File: config.mk
export PLATFORM = sky130hd
export DESIGN_NAME = counter_monitor
export DESIGN_NICKNAME = d
export VERILOG_FILES = /design/src/rtl/counter_monitor.sv
export SDC_FILE = /design/constraint.sdc
export NUM_CORES = 1
export LEC_CHECK = 0
export CORE_AREA = 10 10 73 75
export DETAILED_ROUTE_END_ITERATION = 12
export DIE_AREA = 0 0 83 85
export PLACE_DENSITY = 0.8
export SETUP_SLACK_MARGIN = 0.2
export SLEW_MARGIN = 5
export SYNTH_ARGS = -nofsm -noshare
export SYNTH_HDL_FRONTEND = slang
export SYNTH_SLANG_ARGS = --single-unit
File: constraint.sdc
create_clock -name clk -period 4.6 [get_ports clk]
set_input_delay 0.46 -clock clk [delete_from_list [all_inputs] [get_ports clk]]
set_output_delay 0.46 -clock clk [all_outputs]
set_load 0.05 [all_outputs]
File: src/rtl/counter_monitor.sv
// Passive shadow-model checker for a loadable up-counter: flags count/expected divergence.
// Optional COUNTER_MONITOR_RESYNC_EN: realign the shadow to the observed count after a mismatch.
module counter_monitor #(
   parameter int unsigned WIDTH = 4,
   parameter int unsigned ERR_W = 8,
   parameter int unsigned CHK_W = 16
) (
   input  logic             clk,
   input  logic             reset,
   input  logic             load,
   input  logic [WIDTH-1:0] data,
   input  logic [WIDTH-1:0] count,
   input  logic             check_en,
   output logic [WIDTH-1:0] expected,
   output logic             mismatch,
   output logic             fail,
   output logic [ERR_W-1:0] err_count,
   output logic [CHK_W-1:0] chk_count,
   output logic [WIDTH-1:0] first_exp,
   output logic [WIDTH-1:0] first_obs
);

   localparam logic [1:0] ARM    = 2'd0;
   localparam logic [1:0] CHECK  = 2'd1;
   localparam logic [1:0] FAILED = 2'd2;

   logic [1:0]       state;
   logic [1:0]       state_nxt;
   logic             cmp;
   logic             miss;
   logic             capture;
   logic [WIDTH-1:0] exp_q;
   logic [WIDTH-1:0] exp_base;
   logic [WIDTH-1:0] exp_nxt;
   logic [ERR_W-1:0] err_nxt;
   logic [CHK_W-1:0] chk_nxt;

   // Next state and compare qualification
   always_comb begin
      state_nxt = state;
      cmp       = 1'b0;
      miss      = 1'b0;
      case (state)
         ARM: begin
            state_nxt = CHECK;
         end
         CHECK: begin
            cmp  = check_en;
            miss = check_en && (count != exp_q);
            if (miss) begin
               state_nxt = FAILED;
            end
         end
         FAILED: begin
            cmp  = check_en;
            miss = check_en && (count != exp_q);
         end
         default: begin
            state_nxt = ARM;
         end
      endcase
   end

   // Shadow counter advance and statistics next values
   always_comb begin
      exp_base = exp_q;
`ifdef COUNTER_MONITOR_RESYNC_EN
      if (miss) begin
         exp_base = count;
      end
`endif
      exp_nxt = load ? data : exp_base + WIDTH'(1);
      chk_nxt = cmp ? chk_count + CHK_W'(1) : chk_count;
      err_nxt = (miss && (err_count != {ERR_W{1'b1}})) ? err_count + ERR_W'(1) : err_count;
      capture = miss && (state == CHECK);
   end

   always_ff @(posedge clk) begin
      if (reset) begin
         state     <= ARM;
         exp_q     <= '0;
         mismatch  <= 1'b0;
         fail      <= 1'b0;
         err_count <= '0;
         chk_count <= '0;
         first_exp <= '0;
         first_obs <= '0;
      end else begin
         state     <= state_nxt;
         exp_q     <= exp_nxt;
         mismatch  <= miss;
         fail      <= fail | miss;
         err_count <= err_nxt;
         chk_count <= chk_nxt;
         if (capture) begin
            first_exp <= exp_q;
            first_obs <= count;
         end
      end
   end

   assign expected = exp_q;

endmodule

== After elaboration in Yosys (flattened, before gate mapping) ==
Cells that the tools add are included.

* Bits in latches: 0
* Output and inout port bits: 38
* RAM bits: 0
* Register bits after elaboration: 40
* Memories: 0
* Input bits: 12
* Word-level logic and storage cells: 29
* ROM bits: 0

* Order comparisons: 0
* Equal/unequal tests: 5
* Reduce and logical (&&, ||, !) cells: 6
* Bitwise gates (word level): 2
* Div/mod/pow operators: 0
* Multipliers: 0
* Add/subtract/negate cells: 3
* Shift-type cells: 0
* Muxes and demuxes: 5

{| class="wikitable"
|+ Operator list
! cell !! number
|-
| adder 16 x 1 -> 16 bit, second input constant || 1
|-
| adder 8 x 1 -> 8 bit, second input constant || 1
|-
| inequality test 8 bit, second input constant || 1
|-
| one-hot mux 2 bit (3 select lines) || 1
|-
| adder 4 x 1 -> 4 bit, second input constant || 1
|-
| 2-to-1 mux 4 bit || 1
|-
| inequality test 4 bit || 1
|-
| logical AND 1 bit || 3
|-
| == test 2 x 1 -> 1 bit, second input constant || 1
|-
| == test 2 bit, second input constant || 1
|-
| logical NOT 2 bit || 1
|-
| 2-to-1 mux 1 bit || 2
|-
| 2-to-1 mux 2 bit || 1
|-
| inequality test 2 bit, second input constant || 1
|-
| AND reduction 2 bit || 1
|-
| OR reduction 2 bit || 1
|-
| inverter 1 bit || 1
|-
| bitwise OR 1 bit || 1
|}

== Depth between registers and ports, before layout ==
Gate-level depths: netlist of the first run.

* Depth in word-level cells: 4
* Depth in mapped cells: 8

== Least setup slack after synthesis of the first run ==
OpenSTA, ideal clock, no wires.

* Kind: reg-to-reg
* Start: register chk_count[0]
* End: register chk_count[14]
* Cell stages (with the launch flop): 6
* Arrival: 1.961 ns
* Library setup time: 0.071 ns
* Clock period less this slack: 2.032 ns
* Slack: 2.568 ns
* Buffers on the path: 0
* Cells stage by stage: dfxtp_1 -> ha_1 -> and4_1 -> nand3_1 -> or4_1 -> a21oi_1

* Cells in the longest elaborated chain, start to end: 1

{| class="wikitable"
|+ RTL lines
! item !! RTL line !! source
|-
| from (decl) || 18 || <nowiki>output logic [CHK_W-1:0] chk_count,</nowiki>
|-
| from (signal assigned) || 94 || <nowiki>chk_count <= chk_nxt;</nowiki>
|-
| adder 16 x 1 -> 16 bit || 73 || <nowiki>chk_nxt = cmp ? chk_count + CHK_W'(1) : chk_count;</nowiki>
|}

No other way between the ends.
A chain may end at the register's enable or synchronous reset.

== Worst setup path after layout of the first run ==
* Start: input count[3]
* End: register err_count[5]

* Cells in the longest elaborated chain, start to end: 4

{| class="wikitable"
|+ RTL lines
! item !! RTL line !! source
|-
| from (decl) || 12 || <nowiki>input logic [WIDTH-1:0] count,</nowiki>
|-
| inequality test 4 bit || 49, 56 ||
|-
| logical AND 1 bit || 49, 56 ||
|-
| 2-to-1 mux 1 bit || n/a ||
|-
| logical AND 1 bit || 74 || <nowiki>err_nxt = (miss && (err_count != {ERR_W{1'b1}})) ? err_count + ERR_W'(1) : err_count;</nowiki>
|-
| to (signal assigned) || 93 || <nowiki>err_count <= err_nxt;</nowiki>
|-
| to (decl) || 17 || <nowiki>output logic [ERR_W-1:0] err_count,</nowiki>
|}

No other way between the ends.

==> flow_results.org, run 1 <==
** Power and ir drop
- Summed over all cells, the static leakage comes to 0.881 nW.
- Switching share of power :: 0.310
- Internal power comes to about 0.56 mW.
- Pwr per Cell Area :: 319 nW/um^2
- VDD IR-drop max :: around 220 uV
- Net switching power :: 0.252 mW
- Clk pwr share :: 0.292
- The share of total power dissipated in sequential elements is 0.470.
- The share of total power dissipated in combinational logic is 0.238.

** Floorplan
- The die covers ~7100 sq um.
- Measured along the x axis, the die boundary spans about 83 um.
- The initial utilization of the core area, before any placement, comes to 0.497.
- Io pins :: 50
- Number of placement rows :: 23
- Measured along the y axis, the die boundary spans 85 um.
- Core Footprint :: between 3000 and 4000 sq um

** STA
- Slew at the pin closest to its max-slew limit :: 0.840 ns
- Counting I/O delays and the setup requirement, the final critical path takes approximately 2.3 ns.
- RSZ-0062 raised after global routing :: false
- Hold Fails Final Rpt :: 0
- Max Freq :: 432 MHz
- Count of pins over their slew limit :: 0
- In the finished design, the share of the clock period the worst path needs comes to 0.503.
- Setup Viol. Count Final :: 0
- Adding up every negative setup slack in the final design gives 0 ns.
- Measured against its own limit, the worst slew margin works out to 0.438.
- After layout, the worst setup slack is between 2 and 2.5 ns.
- Worst clock skew :: 0.00732 ns

** Run
- Maxcap violations :: 0

** Detailed routing
- The first detailed-routing pass ran for 4 iterations.
- Post-DR wirelength/cell :: ~14 um
- Via-per-instance ratio :: 5.21
- Number of vias after detailed routing :: 1614
- For this block, the routed nets add up to roughly 4.3 mm of wire.
- Routed Antenna Nets :: 0
- Initial DRC Count :: 72
- Remaining design rule violation count :: 0

** Status
- The flow ran to the end, and the final reports show no timing, DRC or antenna violations.

** Worst setup path
- STA classifies the critical path endpoint as a flip-flop.
- The worst register-to-register path begins at state[1].
- The critical path starts at count[3].
- Largest driver fanout on the critical path :: 17
- STA puts the critical path data required time at between 4 and 5 ns.
- Startpoint kind of the worst setup timing path :: input port
- At the worst endpoint, the arrival time is roughly 2.5 ns.
- Kind of critical path :: input port to flip-flop
- Worst reg2reg setup slack :: 2.53 ns

** GRT
- Entering global routing, the biggest net connects 54 pins.
- Initial antenna violation count :: 0
- Vias in the first global route :: 1547
- First-pass GRT wire length :: 7.45 mm
- In the global route stage, overall resource usage came out at 0.124.
- Overflow left after global routing :: 0

** Finish
- Commonest non-fill, non-tap cell in the layout :: clkdlybuf4s50_1
- At the end of the flow, the number of nets in the layout was roughly 280.
- From synthesis to final layout, the design area changed by 31.4%.
- At the end of the flow the core is filled with cells to 0.653.
- In the layout the commonest cells are clkdlybuf4s50_1, dfxtp_1, nor2_1, nand2b_1, a21oi_1.
- In the final layout, the share of cells above drive strength 1 is 0.0654.
- The number of antenna diodes in the final layout is 0.

** Yosys
- A synthesized cell averages 9.26 sq um.
- For this run, the number of Yosys warnings is 0.
- Sequential fraction of the synthesis area :: 0.412
- Number of flip-flops and latches in the synthesized netlist :: 40
- The most used flip-flop cell after synthesis is dfxtp_1.
- Counting flops with an async set or reset pin after synthesis yields a share of 0.
- In this run the cell area of the synthesized design comes to 1950 sq um.
- The cell count after synthesis came out at 210.
- Number of enable flip-flop cells after synthesis :: 0
- Post-synth net total :: 228
- Synthesis instantiated 37 different standard cells from the library.

** Min path
- Hold_sp :: fail
- Path class of the lowest-slack min-delay path :: flip-flop to flip-flop

** Placement
- Setup slack at placement :: 1.99 ns
- Detailed-placement wirelength estimate :: 3.21 mm
- Input and output buffers added on the ports amount to 49.
- Final weighted congestion in routability-driven placement :: 0.750

** Clock network
- The clock net in this run drives a total of 40 sinks.
- The number of gates resized after CTS was 0.
- No sink is reached through more buffers than the 2 on the longest clock path.
- Counting the buffers created by CTS gives 5.
- H-Tree Level Count :: 2
- After clock tree synthesis, the flow added hold-fix buffers numbering 0.
- Buffers added to address setup during post-CTS repair amount to 0.
- At the later pin of the worst-skew pair, clock insertion delay measures 0.29 ns.
- Clock root cell :: clkbuf_8
- Clock-pin slew was measured on the worst setup and hold paths at 0.07 ns.
- CTS tree :: yes
==> Yosys cell counts, types with 5 or more instances <==
| cell | instances | area (sq um) |
|---|---|---|
| xor2_1 | 7 | 61.3 |
| mux2i_1 | 12 | 120 |
| clkbuf_1 | 5 | 18.8 |
| dfxtp_1 | 40 | 801 |
| ha_1 | 6 | 75.1 |
| or4_1 | 6 | 45.0 |
| nor2_1 | 25 | 93.8 |
| nand2b_1 | 16 | 100 |
| nand2_1 | 7 | 26.3 |
| inv_1 | 8 | 30.0 |
| nand3_1 | 11 | 55.1 |
| o31ai_1 | 6 | 45.0 |
| a21oi_1 | 13 | 65.1 |
==> layout make-up <==
class | instances | area [sq um]
tap | 50 | 62.6
sequential | 40 | 801
clock buffer | 8 | 90.1
timing repair buffer | 50 | 498
fill | 343 | 1360
multi-input combinational | 154 | 1070
inverter | 8 | 30.0
==> per-layer routing <==
metal | vias to the layer above | wire length, um | global-route usage
met5 | - | 0 | 0
met4 | 0 | 49 | 0.0464
met2 | 33 | 2060 | 0.202
li1 | 828 | - | -
met1 | 747 | 1890 | 0.142
met3 | 6 | 309 | 0.0516
==> kinds of logic (layout without fill, tap and decap cells) <==
family / count (synthesis) / after routing / share of synthesized area
simple gates: 90 / 90 / 0.252
flops: 40 / 40 / 0.412
compound gates: 29 / 29 / 0.108
buf+inv: 16 / 66 / 0.0360
mux: 15 / 15 / 0.0791
xor+xnor: 14 / 14 / 0.0746
fa+ha+maj: 6 / 6 / 0.0386
==> stage by stage <==
stage / instances / hold slack (ns) / area, sq um / power, mW
after floorplan: 210 / 0.466 / 1950 / 0.532
after global placement: 302 / 0.441 / 2470 / 0.582
after detailed placement: 302 / 0.461 / 2470 / 0.586
after CTS: 310 / 0.471 / 2560 / 0.821
after global routing: 310 / 0.496 / 2560 / 0.856
final: 310 / 0.467 / 2560 / 0.815
==> flip-flops by register name, indices dropped and copies added (netlist names) <==
| name | cells |
|---|---|
| fail | 1 |
| first_obs | 4 |
| chk_count | 16 |
| state | 2 |
| first_exp | 4 |
| mismatch | 1 |
| expected | 4 |
| err_count | 8 |
==> critical path: stages <==
cell and delay (ns):
clkdlybuf4s50_1 0.49, xor2_2 0.23, o41ai_4 0.81, nor4_1 0.16, mux2_1 0.34
==> power by group through the flow <==
stage / combinational, mW / clock, mW / sequential (mW)
6_report: 0.194 / 0.238 / 0.383
5_1_grt: 0.209 / 0.260 / 0.387
4_1_cts: 0.195 / 0.243 / 0.384
3_5_place_dp: 0.194 / 0 / 0.391
3_3_place_gp: 0.191 / 0 / 0.391
2_1_floorplan: 0.0930 / 0 / 0.439
==> final timing paths <==
check | to | cells past startpoint
worst max-delay path | err_count[5] | 5
worst max register to register | err_count[5] | 6
worst min register to register | fail | 2
worst min-delay path | fail | 2
No activity file was read; power rests on OpenSTA's default activity.
==> inputs of run 2 (changes only) <==
CORE_AREA = 10 10 75 77   (was 10 10 73 75)
DIE_AREA = 0 0 85 87   (was 0 0 83 85)
PLACE_DENSITY = 0.76   (was 0.8)
clock period = 2.3 ns   (was 4.6 ns; I/O delays follow)
==> flow_results.org, run 2 (synthesis results as in run 1) <==
** Status
- Result of the run: complete, no violations (unchanged).

** Clock network
- The clock-pin transition on the worst setup and hold timing paths is 0.08 ns (was 0.07 ns).
- Cts hold-fix bufs :: 0 (unchanged)
- The number of gates resized after CTS came to 0 (unchanged).
- CTS tree :: yes (unchanged)
- The latest clock arrival within the worst-skew pair came to 0.29 ns (about the same).
- H-Tree Level Count :: 2 (unchanged)
- The post-CTS setup buffer count is 0 (unchanged).
- The number of CTS-inserted buffers was 5 (unchanged).
- The number of sinks driven by the clock tree is 40 (unchanged).
- Clock root cell :: clkbuf_8 (unchanged)
- Clock Path Buffers :: 2 (unchanged)

** Power and ir drop
- VDD IR-drop max :: 443 uV (was 224 uV)
- Static leakage :: 0.909 nW (was 0.881 nW)
- The power per standard cell area was 662 nW/um^2 (was 319 nW/um^2).

** STA
- The max-slew violation total from the final report came to 0 (unchanged).
- Period utilization :: 0.862
- The summed negative setup slack over all endpoints was 0 ns (unchanged).
- Hold WS :: 0.464 ns (was 0.467 ns)
- Headroom to the max-slew limit :: 0.594 (was 0.438)
- The count of endpoints failing setup in the final report is 0 (unchanged).
- RSZ-0062 raised after global routing :: false (unchanged)
- After layout, the minimum clock period comes to 1.98 ns.
- Max Freq :: ~500 MHz
- The number of hold-slack violations in the final timing report was 0 (unchanged).
- The final setup skew was 0.00663 ns (was 0.00732 ns).
- Slew at the pin closest to its max-slew limit :: 0.607 ns (was 0.840 ns)

** Floorplan
- Height of the die :: 87 um (was 85 um)
- The initial core utilization was 0.460 (was 0.497).
- The die boundary width was 85 um (was 83 um).
- Io pins :: 50 (unchanged)
- Full die area :: 7400 sq um (was 7060 sq um)
- Core Footprint :: 4230 sq um (was 3910 sq um)
- Number of placement rows :: 24 (was 23)

** Detailed routing
- The via-per-instance ratio was 5.22 (was 5.21).
- The number of detailed-route iterations in the first pass is 4 (unchanged).
- The total length of routed wires was 4.47 mm (was 4.31 mm).
- The DRC marker count from the first detailed-route iteration came to 66 (was 72).
- The DRC violations left is 0 (unchanged).
- The number of vias in the routed layout is 1644 (was 1614).
- The routed wire length per instance was 14.2 um (was 13.9 um).
- Routed Antenna Nets :: 0 (unchanged)

** Placement
- The final weighted congestion in routability-driven placement was 0.723 (was 0.750).
- IO Port Bufs :: 49 (unchanged)
- Post-Place Cells :: 307 (was 302)
- The detailed placement HPWL was 3.27 mm (was 3.21 mm).

** Worst setup path
- The data arrival time of the worst path is 2.21 ns (was 2.49 ns).
- The critical-path maximum fanout came to 4 (was 17).
- Kind of critical path :: flip-flop to flip-flop (was input port to flip-flop)
- The capturing element type of the critical path was a flip-flop (unchanged).
- The data required time of the worst path came to 2.53 ns (was 4.78 ns).
- Startpoint kind of the worst setup timing path :: flip-flop (was input port)

** GRT
- The first-pass GRT wire length was 7.31 mm (was 7.45 mm).
- Overflow left after global routing :: 0 (unchanged)
- Overall fraction of global-route tracks in use :: 0.118 (was 0.124)
- Vias in the first global route :: 1576 (was 1547)
- The initial antenna violation count was 0 (unchanged).
- The largest net degree at the start of global routing is 54 (unchanged).

** Finish
- The net total in the final layout was 280 (was 277).
- Number of antenna diodes :: 0 (unchanged)
- The share of cells above drive strength 1 was 0.0913 (was 0.0654).
- Leading cell types in the layout, fill and taps excluded :: clkdlybuf4s50_1, dfxtp_1, nor2_1, nand2b_1, a21oi_1 (unchanged)
- Utilization of the core after routing :: 0.620 (was 0.653)
- Final cell count without fillers :: 315 (was 310)
- The flip-flop count of the largest register after layout was 16 (unchanged).
- Commonest non-fill, non-tap cell in the layout :: clkdlybuf4s50_1 (unchanged)
- Largest registers :: chk_count: 16 flops, err_count: 8 flops (unchanged)
- Register containing the most flip-flops in the final layout :: chk_count (unchanged)
- Synthesis-to-layout area growth :: 34.9% (was 31.4%)

** Run
- Maxcap violations :: 0 (unchanged)

** Min path
- The worst min-delay path category is flip-flop to flip-flop (unchanged).
==> run 2: cell count changes in the layout (fill, tap and decap cells not counted), sizes merged <==
cell    previous run  this run
clkinv             0         1
clkbuf             8         6
buf                1         4
bufinv             0         1
==> run 2: path summary, 6_finish.rpt <==
check,start,to,slack [ns],cells past startpoint
worst min-delay path,fail,fail,0.46,2
worst min register to register,fail,fail,0.46,2
worst max register to register,state[1],chk_count[9],0.32,7
worst max-delay path,state[1],chk_count[9],0.32,7
==> run 2: area by class of cell <==
class,count,area (sq um)
sequential,40,801
tap,52,65.1
fill,363,1610
timing repair buffer,53,533
clock buffer,6,72.6
multi-input combinational,154,1090
inverter,8,30.0
clock inverter,2,35.0
==> run 2: stage by stage <==
| stage | setup slack [ns] | power [mW] | cell area (sq um) |
|---|---|---|---|
| final | 0.317 | 1.74 | 2630 |
| after global routing | 0.215 | 1.82 | 2630 |
| after CTS | 0.249 | 1.75 | 2610 |
| after detailed placement | 0.197 | 1.19 | 2500 |
| after global placement | 0.240 | 1.18 | 2500 |
| after floorplan | 0.268 | 1.06 | 1950 |
==> run 2: power breakdown <==
group          internal [mW]  leakage (nW)  switching [mW]  total, mW
combinational          0.165         0.530           0.243      0.408
sequential             0.730         0.324          0.0376      0.768
clock                  0.322        0.0552           0.240      0.562
total                   1.22         0.909           0.520       1.74
==> run 2: routing by layer <==
metal / wire, um / track usage
met1: 1900 / 0.125
met5: 0 / 0
met3: 309 / 0.0459
met2: 2210 / 0.206
met4: 57 / 0.0464
==> run 2: worst max-delay path, cell delays in order (launching register included) <==
cell and delay [ns]:
dfxtp_1 0.36, inv_1 0.07, ha_1 0.31, and3_1 0.20
nand3_1 0.18, buf_4 0.21, or4_1 0.41, a21oi_1 0.16
==> inputs of run 3 (changes only) <==
GPL_TIMING_DRIVEN = 0   (was default)
==> flow_results.org, run 3 (synthesis results as in run 1) <==
** Worst setup path
- Top delay family on crit path :: simple AND/OR/NAND/NOR gates (unchanged)
- Maximum cell stage delay along the critical path :: 0.38 ns (was 0.41 ns)
- Worst R2R Path Depth :: 6 (was 7)
- Largest driver fanout on the critical path :: 7 (was 4)
- Start of the worst register-to-register path :: state[1] (unchanged)
- Sequence of cells on the critical path :: inv_1 > ha_1 > and3_1 > nand3_1 > nor4_1 > mux2_2 (was inv_1 > ha_1 > and3_1 > nand3_1 > buf_4 > or4_1 > a21oi_1)
- The terminus of the critical flop-to-flop path was chk_count[13] (was chk_count[9]).
- The startpoint kind of the worst setup timing path is a flip-flop (unchanged).
- Data arrival, critical path :: 2.19 ns (was 2.21 ns)
- The capturing element type of the critical path is a flip-flop (unchanged).
- The slowest library cell on the worst path is mux2_2 (was or4_1).
- The count of buffering cells on the critical path with inverters included came to 1 (was 2).
- Worst reg2reg setup slack :: 0.29 ns (was 0.32 ns)
- The type of the worst setup path was flip-flop to flip-flop (unchanged).
- Crit. Startpoint :: state[1] (unchanged)
- WP data required :: 2.48 ns (was 2.53 ns)

** Detailed routing
- The DRC marker count from the first detailed-route iteration came to 78 (was 66).
- The routed wire length per instance was 14.5 um (was 14.2 um).
- Overall routed net length :: 4.61 mm (was 4.47 mm)
- Remaining design rule violation count :: 0 (unchanged)
- The number of detailed-route iterations in the first pass was 4 (unchanged).
- The number of vias in the routed layout came to 1670 (was 1644).
- Routed Antenna Nets :: 0 (unchanged)
- Via-per-instance ratio :: 5.25 (was 5.22)

** Placement
- Setup slack at placement :: 0.181 ns (was 0.197 ns)
- The final weighted congestion in routability-driven placement came to 0.763 (was 0.723).
- The cell area reported after detailed placement came to 2490 sq um (was 2500 sq um).
- Detailed-placement wirelength estimate :: 3.47 mm (was 3.27 mm)
- IO Port Bufs :: 48 (was 49)

** STA
- The final critical-path required period is 2.01 ns (was 1.98 ns).
- Total negative slack for setup checks :: 0 ns (unchanged)
- The number of hold-slack violations in the final timing report came to 0 (unchanged).
- The worst slew margin relative to its limit came to 0.600 (was 0.594).
- Hold WS :: 0.292 ns (was 0.464 ns)
- Slew at the pin closest to its max-slew limit :: 0.598 ns (was 0.607 ns)
- The final setup skew was 0.00987 ns (was 0.00663 ns).
- The count of endpoints failing setup in the final report is 0 (unchanged).
- RSZ-0062 raised after global routing: true (was false).
- The part of the cycle the worst path needs is 0.876 (was 0.862).
- Setup slack of the critical path after layout :: 0.286 ns (was 0.317 ns)
- Max Freq :: 496 MHz (was 504 MHz)
- Count of pins over their slew limit :: 0 (unchanged)

** Clock network
- Clock Path Buffers :: 2 (unchanged)
- The master cell of the clock root buffer was clkbuf_8 (unchanged).
- The clock-pin transition on the worst setup and hold timing paths came to 0.07 ns (was 0.08 ns).
- H-Tree Level Count :: 2 (unchanged)
- The latest clock arrival within the worst-skew pair was 0.29 ns (about the same).
- The number of CTS-inserted buffers came to 5 (unchanged).
- The TritonCTS clock tree is yes (unchanged).
- The number of sinks driven by the clock tree is 40 (unchanged).

** Power and ir drop
- Static leakage :: 0.899 nW (was 0.909 nW)
- Pwr per Cell Area :: 634 nW/um^2 (was 662 nW/um^2)
- VDD IR-drop max :: 601 uV (was 443 uV)

** Run
- The number of max-cap violations came to 0 (unchanged).

** Floorplan
- Io pins :: 50 (unchanged)
- Number of placement rows :: 24 (unchanged)
- The die boundary height is 87 um (unchanged).
- The die boundary width is 85 um (unchanged).
- The core region area was 4230 sq um (unchanged).
- The initial core utilization is 0.460 (unchanged).
- Full die area :: 7400 sq um (unchanged)

** Min path
- The number of cells traversed by the worst hold path is 3 (was 2).
- Hold_sp :: load (was fail)
- Hold Path Sink :: expected[2] (was fail)
- Path class of the lowest-slack min-delay path :: input port to flip-flop (was flip-flop to flip-flop)

** GRT
- The global-route total usage across every layer was 0.122 (was 0.118).
- The first-pass GRT wire length came to 7.70 mm (was 7.31 mm).
- The remaining global-route overflow was 0 (unchanged).
- Vias in the first global route :: 1677 (was 1576)
- The largest net degree at the start of global routing came to 13 (was 54).
- Initial antenna violation count :: 0 (unchanged)

** Status
- Result of the run: complete, no violations (unchanged).

** Finish
- The final-layout fill cell count came to 371 (was 363).
- Largest registers :: chk_count: 16 flops, err_count: 8 flops (unchanged)
- Leading cell types in the layout, fill and taps excluded: clkdlybuf4s50_1, dfxtp_1, nor2_1, nand2b_1, a21oi_1 (unchanged).
- The share of cells above drive strength 1 was 0.0902 (was 0.0913).
- The net total in the final layout is 283 (was 280).
- Finished layout cell area :: 2610 sq um (was 2630 sq um)
- The area added between synthesis and finish was 34.0% (was 34.9%).
- The register with the highest flop count is chk_count (unchanged).
- The antenna diode instance count is 0 (unchanged).
- The most common library cell in the layout ignoring fill and taps is clkdlybuf4s50_1 (unchanged).
- The flip-flop count of the largest register after layout is 16 (unchanged).
==> run 3: repair_timing <==
action | 4_1_cts | 5_1_grt
buffers inserted | 0 | 0
gates resized for setup | 0 | 4
setup endpoints to repair | 0 | 5
hold buffers | 0 | 0
==> run 3: power by group <==
part / switching [mW] / internal (mW) / total (mW)
combinational: 0.248 / 0.162 / 0.410
sequential: 0.0362 / 0.731 / 0.767
clock: 0.236 / 0.239 / 0.475
==> run 3: cell type report <==
type / instances / area [sq um] / share of cell area
repair buffers: 48 / 480 / 0.184
inverters: 8 / 30.0 / 0.0115
multi-input cells: 154 / 1100 / 0.421
well taps: 52 / 65.1 / 0.0250
flip-flops and latches: 40 / 801 / 0.307
clock buffers: 6 / 82.6 / 0.0317
clock inverters: 2 / 10.0 / 0.00384
plain buffers: 8 / 40.0 / 0.0154
==> run 3: worst max path at each step <==
stage | end | slack [ns] | cells past startpoint
after detailed placement | err_count[5] | 0.18 | 5
after floorplan | chk_count[14] | 0.27 | 5
after global routing | chk_count[15] | 0.14 | 6
after global placement | err_count[5] | 0.17 | 5
final | chk_count[13] | 0.29 | 6
after CTS | chk_count[15] | 0.27 | 6
==> run 3: metal layers <==
metal / global-route usage / routed length, um
met1: 0.136 / 1920
met2: 0.206 / 2300
met3: 0.0524 / 352
met4: 0.0389 / 43
met5: 0 / 0
==> run 3: tightest hold or removal path, cell delays in order <==
cell      delay (ns)
clkbuf_2        0.16
a21oi_1         0.09
nor2_1          0.07
==> run 3: per-stage QoR <==
step / total power, mW / utilization / cells
final: 1.65 / 0.616 / 318
after global routing: 1.74 / 0.616 / 318
after CTS: 1.66 / 0.610 / 318
after detailed placement: 1.19 / 0.588 / 310
after global placement: 1.18 / 0.588 / 310
after floorplan: 1.06 / - / 210
